<file path="src/rtl/load_align_unit.sv">
// Load alignment unit: issues a word read for each load uop, realigns and
// zero/sign-extends the returned word, and buffers results in order for writeback.
module load_align_unit #(
  parameter int unsigned DEPTH = 4,
  parameter int unsigned SQN_W = 6,
  parameter int unsigned TAG_W = 6
) (
  input  logic             clk,
  input  logic             rst,
  input  logic             IN_valid,
  output logic             IN_ready,
  input  logic [31:0]      IN_addr,
  input  logic [1:0]       IN_size,
  input  logic             IN_signExt,
  input  logic [TAG_W-1:0] IN_tagDst,
  input  logic [4:0]       IN_nmDst,
  input  logic [SQN_W-1:0] IN_sqN,
  input  logic             IN_branchTaken,
  input  logic [SQN_W-1:0] IN_branchSqN,
  output logic             OUT_memEn,
  output logic [29:0]      OUT_memAddr,
  input  logic [31:0]      IN_memData,
  output logic             OUT_valid,
  input  logic             IN_wbReady,
  output logic [31:0]      OUT_result,
  output logic [TAG_W-1:0] OUT_tagDst,
  output logic [4:0]       OUT_nmDst,
  output logic [SQN_W-1:0] OUT_sqN
);

  localparam int unsigned AW = $clog2(DEPTH);

  // Wrap-aware age compare: sqn is strictly younger than the branch.
  function automatic logic younger(input logic [SQN_W-1:0] sqn,
                                   input logic [SQN_W-1:0] br);
    logic [SQN_W-1:0] d;
    d = sqn - br;
    return (d != '0) && !d[SQN_W-1];
  endfunction

  // S1 stage
  logic             s1_valid;
  logic [29:0]      s1_waddr;
  logic [1:0]       s1_low;
  logic [1:0]       s1_size;
  logic             s1_sext;
  logic [TAG_W-1:0] s1_tag;
  logic [4:0]       s1_nm;
  logic [SQN_W-1:0] s1_sqn;

  // S2 stage
  logic             s2_valid;
  logic [1:0]       s2_low;
  logic [1:0]       s2_size;
  logic             s2_sext;
  logic [TAG_W-1:0] s2_tag;
  logic [4:0]       s2_nm;
  logic [SQN_W-1:0] s2_sqn;

  // Result FIFO
  logic [31:0]      f_result [DEPTH];
  logic [TAG_W-1:0] f_tag    [DEPTH];
  logic [4:0]       f_nm     [DEPTH];
  logic [SQN_W-1:0] f_sqn    [DEPTH];
  logic [DEPTH-1:0] f_dead;
  logic [AW:0]      rd_ptr, wr_ptr;

  logic [AW-1:0] rd_idx, wr_idx;
  logic [AW:0]   count;
  logic [AW+1:0] occ;
  logic          empty, accept, in_kill, s1_kill, s2_kill, head_kill;
  logic          push, pop;
  logic [7:0]    bsel;
  logic [15:0]   hsel;
  logic [31:0]   aligned;

  assign rd_idx = rd_ptr[AW-1:0];
  assign wr_idx = wr_ptr[AW-1:0];
  assign count  = wr_ptr - rd_ptr;
  assign empty  = (wr_ptr == rd_ptr);
  assign occ    = (AW+2)'(count) + (AW+2)'(s1_valid) + (AW+2)'(s2_valid);

  assign IN_ready  = occ < (AW+2)'(DEPTH);
  assign accept    = IN_valid && IN_ready;
  assign in_kill   = IN_branchTaken && younger(IN_sqN, IN_branchSqN);
  assign s1_kill   = IN_branchTaken && younger(s1_sqn, IN_branchSqN);
  assign s2_kill   = IN_branchTaken && younger(s2_sqn, IN_branchSqN);
  assign head_kill = IN_branchTaken && younger(f_sqn[rd_idx], IN_branchSqN);

  assign OUT_memEn   = s1_valid && !s1_kill;
  assign OUT_memAddr = s1_waddr;

  assign push = s2_valid && !s2_kill;
  // A dead or just-killed head is discarded without waiting for writeback.
  assign OUT_valid = !empty && !f_dead[rd_idx] && !head_kill;
  assign pop       = !empty && (IN_wbReady || f_dead[rd_idx] || head_kill);

  assign OUT_result = f_result[rd_idx];
  assign OUT_tagDst = f_tag[rd_idx];
  assign OUT_nmDst  = f_nm[rd_idx];
  assign OUT_sqN    = f_sqn[rd_idx];

  always_comb begin
    bsel    = '0;
    hsel    = '0;
    aligned = IN_memData;
    case (s2_low)
      2'd0:    bsel = IN_memData[7:0];
      2'd1:    bsel = IN_memData[15:8];
      2'd2:    bsel = IN_memData[23:16];
      default: bsel = IN_memData[31:24];
    endcase
    hsel = s2_low[1] ? IN_memData[31:16] : IN_memData[15:0];
    case (s2_size)
      2'd0:    aligned = {{24{s2_sext & bsel[7]}}, bsel};
      2'd1:    aligned = {{16{s2_sext & hsel[15]}}, hsel};
      default: aligned = IN_memData;
    endcase
  end

  always_ff @(posedge clk) begin
    if (rst) begin
      s1_valid <= 1'b0;
      s2_valid <= 1'b0;
      rd_ptr   <= '0;
      wr_ptr   <= '0;
      f_dead   <= '0;
    end else begin
      s1_valid <= accept && !in_kill;
      s2_valid <= s1_valid && !s1_kill;
      if (push) wr_ptr <= wr_ptr + (AW+1)'(1);
      if (pop)  rd_ptr <= rd_ptr + (AW+1)'(1);
      for (int unsigned i = 0; i < DEPTH; i++) begin
        if (IN_branchTaken && younger(f_sqn[i], IN_branchSqN)) f_dead[i] <= 1'b1;
      end
      if (push) f_dead[wr_idx] <= 1'b0;
    end
  end

  // Payload registers carry no reset; validity lives in the flags above.
  always_ff @(posedge clk) begin
    if (accept) begin
      s1_waddr <= IN_addr[31:2];
      s1_low   <= IN_addr[1:0];
      s1_size  <= IN_size;
      s1_sext  <= IN_signExt;
      s1_tag   <= IN_tagDst;
      s1_nm    <= IN_nmDst;
      s1_sqn   <= IN_sqN;
    end
    s2_low  <= s1_low;
    s2_size <= s1_size;
    s2_sext <= s1_sext;
    s2_tag  <= s1_tag;
    s2_nm   <= s1_nm;
    s2_sqn  <= s1_sqn;
    if (push) begin
      f_result[wr_idx] <= aligned;
      f_tag[wr_idx]    <= s2_tag;
      f_nm[wr_idx]     <= s2_nm;
      f_sqn[wr_idx]    <= s2_sqn;
    end
  end

endmodule

</file>
<file path="config.mk">
export PLATFORM = sky130hd
export DESIGN_NAME = load_align_unit
export DESIGN_NICKNAME = d
export VERILOG_FILES = /design/src/rtl/load_align_unit.sv
export SDC_FILE = /design/constraint.sdc
export NUM_CORES = 1
export LEC_CHECK = 0
export ABC_CLOCK_PERIOD_IN_PS = 15300
export CORE_MARGIN = 2
export CORE_UTILIZATION = 59
export CTS_CLUSTER_SIZE = 16
export DETAILED_ROUTE_END_ITERATION = 16
export PLACE_DENSITY = 0.88
export SLEW_MARGIN = 20
export SYNTH_ARGS = -nofsm -noshare
export SYNTH_HDL_FRONTEND = slang
export SYNTH_SLANG_ARGS = --single-unit
</file>
<file path="constraint.sdc">
create_clock -name clk -period 15.3 [get_ports clk]
set_input_delay 4.59 -clock clk [delete_from_list [all_inputs] [get_ports clk]]
set_output_delay 4.59 -clock clk [all_outputs]
set_load 0.03 [all_outputs]
</file>
==> results <==
- Port buffering added approximately 180 buffers.
- The die is 147 um wide.
- The area of the core is 20200 um2.
- Relative to the synthesized area, the layout overhead comes to 24.9%.
- For the worst setup path, the data required time is 10.71 ns.
- Once layout is done, the placed cells without fillers occupy 15200 um2.
- The detailed router placed 7044 vias in this run.
- For this design the total switching power over the nets is ~570 uW.
- Among cell families on the critical path, the largest total delay comes from buffers and inverters.
- The total wire length is 25100 um.
- In this run the static leakage power is 0.00544 uW.
- The slowest cell on the critical path is sky130_fd_sc_hd__clkdlybuf4s50_1.
- The worst hold path belongs to the class flop to flop.
- The via-per-instance ratio is 5.68.
- The area share of xor/xnor cells in the synthesized design is 0.0224.
- The CTS tree is done.
- The worst register-to-register path has a depth of 10.
- The number of setup buffers added after CTS is 0.
- The fmax is about 77 MHz.
- In this run the worst setup path begins at IN_branchSqN[1].
- Timing analysis after detailed placement gives a worst setup slack of 2.44 ns.
- The setup TNS is 0 ns.
- 177 I/O pins were placed.
- The sink count of the clock tree is 284.
- The congestion estimate from routability-driven global placement came to a little over 0.9.
- After detailed routing, the number of remaining DRC violations is 0.
- The clock period could shrink to ~13 ns.
- The area after detailed placement is 14200 um2.
- Counting flops with a built-in enable in the synthesized netlist gives around 250.
- The critical path capture point type is an output pin.
- By area, the combinational part of the netlist is dominated by multiplexers.
- The number of hold-repair buffers added at the cts stage is 0.
- The count of final max-slew check failures came to 0.
- Summed over all layers, the global routing overflow is 0.
- The share of total power dissipated in the clock network is 0.323.
- The basic-gate share of the synthesized area counting and, or, nand and nor cells is 0.0587.
- The peak ir drop on the vdd network is ~0.11 mV.
- The transition time at the pin with the least slew margin is 0.912 ns.
- The internal power consumption is 1530 uW.
- The total power divided by cell area is about 140 nW/um2.
- The register bit total from synthesis is 284.
- In this run the most critical hold path is launched from s1_tag[5].
- Among all flip-flop cells after synthesis, the most frequent one is sky130_fd_sc_hd__edfxtp_1.
- The setup check on the worst reg-to-reg path leaves a slack of 11.53 ns.
- Setup repair after global routing left no endpoint under its margin.
- The height of the chip is ~150 um.
- In this run the deepest clock path goes through 3 buffers.
- The combinational group share of total power is 0.227.
- The count of antenna diodes in the layout is 0.
- Of the synthesized area, sequential elements account for 0.674.
- A synthesized cell averages 16.1 um2.
- Of the total synthesized cell area, the portion taken by full adders, half adders and majority gates is 0.0644.
- The floorplan step defined a die boundary enclosing around 22000 um2.
- The number of global-route vias before repair was roughly 7300.
- STA puts the critical path data arrival time at between 8 and 9 ns.
- The tool flagged a number of max-cap violations equal to 0.
- For this run, the number of Yosys warnings is 0.
- The wire length of the first global-routing pass is 39500 um.
- In this design, the stage delay of the slowest critical-path cell is 0.89 ns.
- The worst hold-check slack is 0.341 ns.
- The share of total power dissipated in sequential elements is 0.450.
- The largest clock skew in the final design is about 0.02 ns.
- Counting instances, the worst hold path has a depth of 0.
- The root cell of the clock tree is sky130_fd_sc_hd__clkbuf_16.
- Once detailed placement completed, the half-perimeter wirelength came to 16700 um.
- The run finished with clean final reports.
- The final-report hold violation count is 0.
- The total number of placement rows is 52.
- The final layout contains 1100 nets.
- In the synthesized netlist the async set-or-reset flop fraction comes to 0.
- The number of clock buffers inserted by TritonCTS is 28.
- The post-synthesis cell area is between 10000 and 15000 um2.
- The number of design-rule violations left by the first detailed-router iteration is 598.
- After clock tree synthesis, the clock-pin slew on the worst setup and hold paths is 0.06 ns.
- The first detailed-routing pass ran for 5 iterations.
- The largest fanout on the critical path is 9.
- The number of H-tree levels is 1.
- The biggest area contributor in the post-synthesis netlist is sky130_fd_sc_hd__edfxtp_1.
- The post-synthesis mux area share is 0.103.
- The capture endpoint of the worst hold path is s2_tag[5].
- The design draws 2100 uW.
- Setup slack closes at 2.39 ns.
- After detailed routing, the average wire length per cell comes to 20.2 um.
- The switching share of power is 0.272.
- The critical path start-end classification is primary input to output pin.
- The share of post-route cells with drive strength above 1 is 0.116.
- Dividing the final minimum period by the clock period gives 0.844.
- The share of synthesized area in the top cell type comes to 0.614.
- The clock latency of the later-clocked register in the worst-skew pair is 0.54 ns.
- The number of antenna violations at the first check in global routing came to 0.
- The synthesized netlist net count is 907.
- The worst pin sits at a relative slew slack of 0.391.
- The critical path goes through clkdlybuf4s50_1 -> inv_1 -> ha_1 -> or2_2 -> o22ai_1 -> xnor2_1 -> nor4_1 -> nor3_1 -> nor3_1 -> clkdlybuf4s50_1.
- The total buffers and inverters traversed by the critical path is 3.
- Counting distinct cell types in the post-synthesis netlist gives 50.
- After synthesis, the cell types taking the most area are sky130_fd_sc_hd__edfxtp_1 61%, sky130_fd_sc_hd__mux4_2 9.5%, sky130_fd_sc_hd__dfxtp_1 5.9%, sky130_fd_sc_hd__ha_1 5.0%, sky130_fd_sc_hd__nand2_1 2.8%.
- In this run, post-CTS repair resized a total of 0 instances.
- The capture instance of the worst register-to-register path is rd_ptr[2].
- The post-synthesis compound-gate area fraction is 0.0573.
- The initial utilization of the core area, before any placement, comes to 0.599.
- The post-synthesis instance total is approximately 760.
- Setup violations remaining at the end of the flow were counted as 0.
- The largest net degree at the start of global routing is 53.
- The antenna violation net count after detailed routing is 0.
- The critical path launch point type is a primary input.
- After filler insertion, the fill cell instance count of the layout stands at between 1000 and 1500.
- The global routing usage summed across all routing layers is 0.236.
==> power by group through the flow <==
stage	logic [uW]	clock network, uW	registers (uW)
after global placement	465	0	956
final	476	679	944
after global routing	511	720	950
after floorplan	286	0	970
after detailed placement	475	0	961
after CTS	480	693	945
==> sequential cells by signal, summed over array words and instances (netlist names), 6 cells and up, named ones only <==
name,count
f_nm,20
s2_tag,6
s1_sqn,6
s1_tag,6
f_sqn,24
f_result,128
s2_sqn,6
f_tag,24
OUT_memAddr,30
==> cell type report <==
type,instances,area [um2],area share
sequential,284,8170,0.539
clock inverter,15,159,0.0105
timing repair buffer,184,1820,0.120
tap,270,338,0.0223
clock buffer,37,774,0.0511
inverter,44,165,0.0109
multi-input combinational,406,3720,0.246
==> cells in the mapped netlist (all sizes together), types with 3 or more instances <==
master / number
mux2i: 9
clkbuf: 10
nand3: 10
nor2b: 12
a31oi: 5
dfxtp: 36
and2: 4
buf: 11
nand2b: 12
nor2: 22
mux4: 51
xor2: 14
a21oi: 19
nand2: 89
edfxtp: 248
nor3: 3
a22oi: 11
o211ai: 8
o21ai: 16
ha: 48
a21o: 9
o31ai: 6
a221o: 8
inv: 43
fa: 9
xnor2: 17
==> routing by layer <==
layer,vias to the layer above,wire [um],GRT usage
li1,3270,-,-
met1,3493,10400,0.316
met2,237,12600,0.404
met3,44,1520,0.0460
met4,0,589,0.0611
met5,-,0,0
==> cell families (layout without fill, tap and decap cells) <==
| logic type | Yosys count | in the layout |
|---|---|---|
| compound gates | 97 | 97 |
| flops | 284 | 284 |
| fa+ha+maj | 57 | 57 |
| buf+inv | 65 | 280 |
| simple gates | 160 | 160 |
| xor+xnor | 31 | 31 |
| mux | 61 | 61 |
==> how the worst max path moves through the flow <==
stage / slack [ns] / cells after the start / endpoint
6_report: 2.39 / 10 / OUT_valid
3_3_place_gp: 2.50 / 11 / OUT_memEn
4_1_cts: 2.43 / 10 / OUT_valid
5_1_grt: 2.18 / 10 / OUT_valid
2_1_floorplan: 4.07 / 8 / OUT_valid
3_5_place_dp: 2.44 / 10 / OUT_valid
==> through the flow <==
stage,instances,util
2_1_floorplan,755,-
3_3_place_gp,1188,0.703
3_5_place_dp,1188,0.703
4_1_cts,1240,0.749
5_1_grt,1240,0.749
6_report,1240,0.749
==> cells in the final DEF (no fill, tap or decap), drive strengths merged, types with 5 or more instances in the layout <==
master,instances
a21o,9
nor2,22
edfxtp,248
dfxtp,36
a31oi,5
ha,48
clkdlybuf4s50,176
nand2b,12
xor2,14
mux4,51
a22oi,11
o21ai,16
o211ai,8
o31ai,6
a21oi,19
nor2b,12
buf,8
a221o,8
inv,43
clkbuf,37
fa,9
xnor2,17
nand3,10
nand2,89
clkinv,12
mux2i,9
Note: power is estimated with default switching activity, not from simulation.
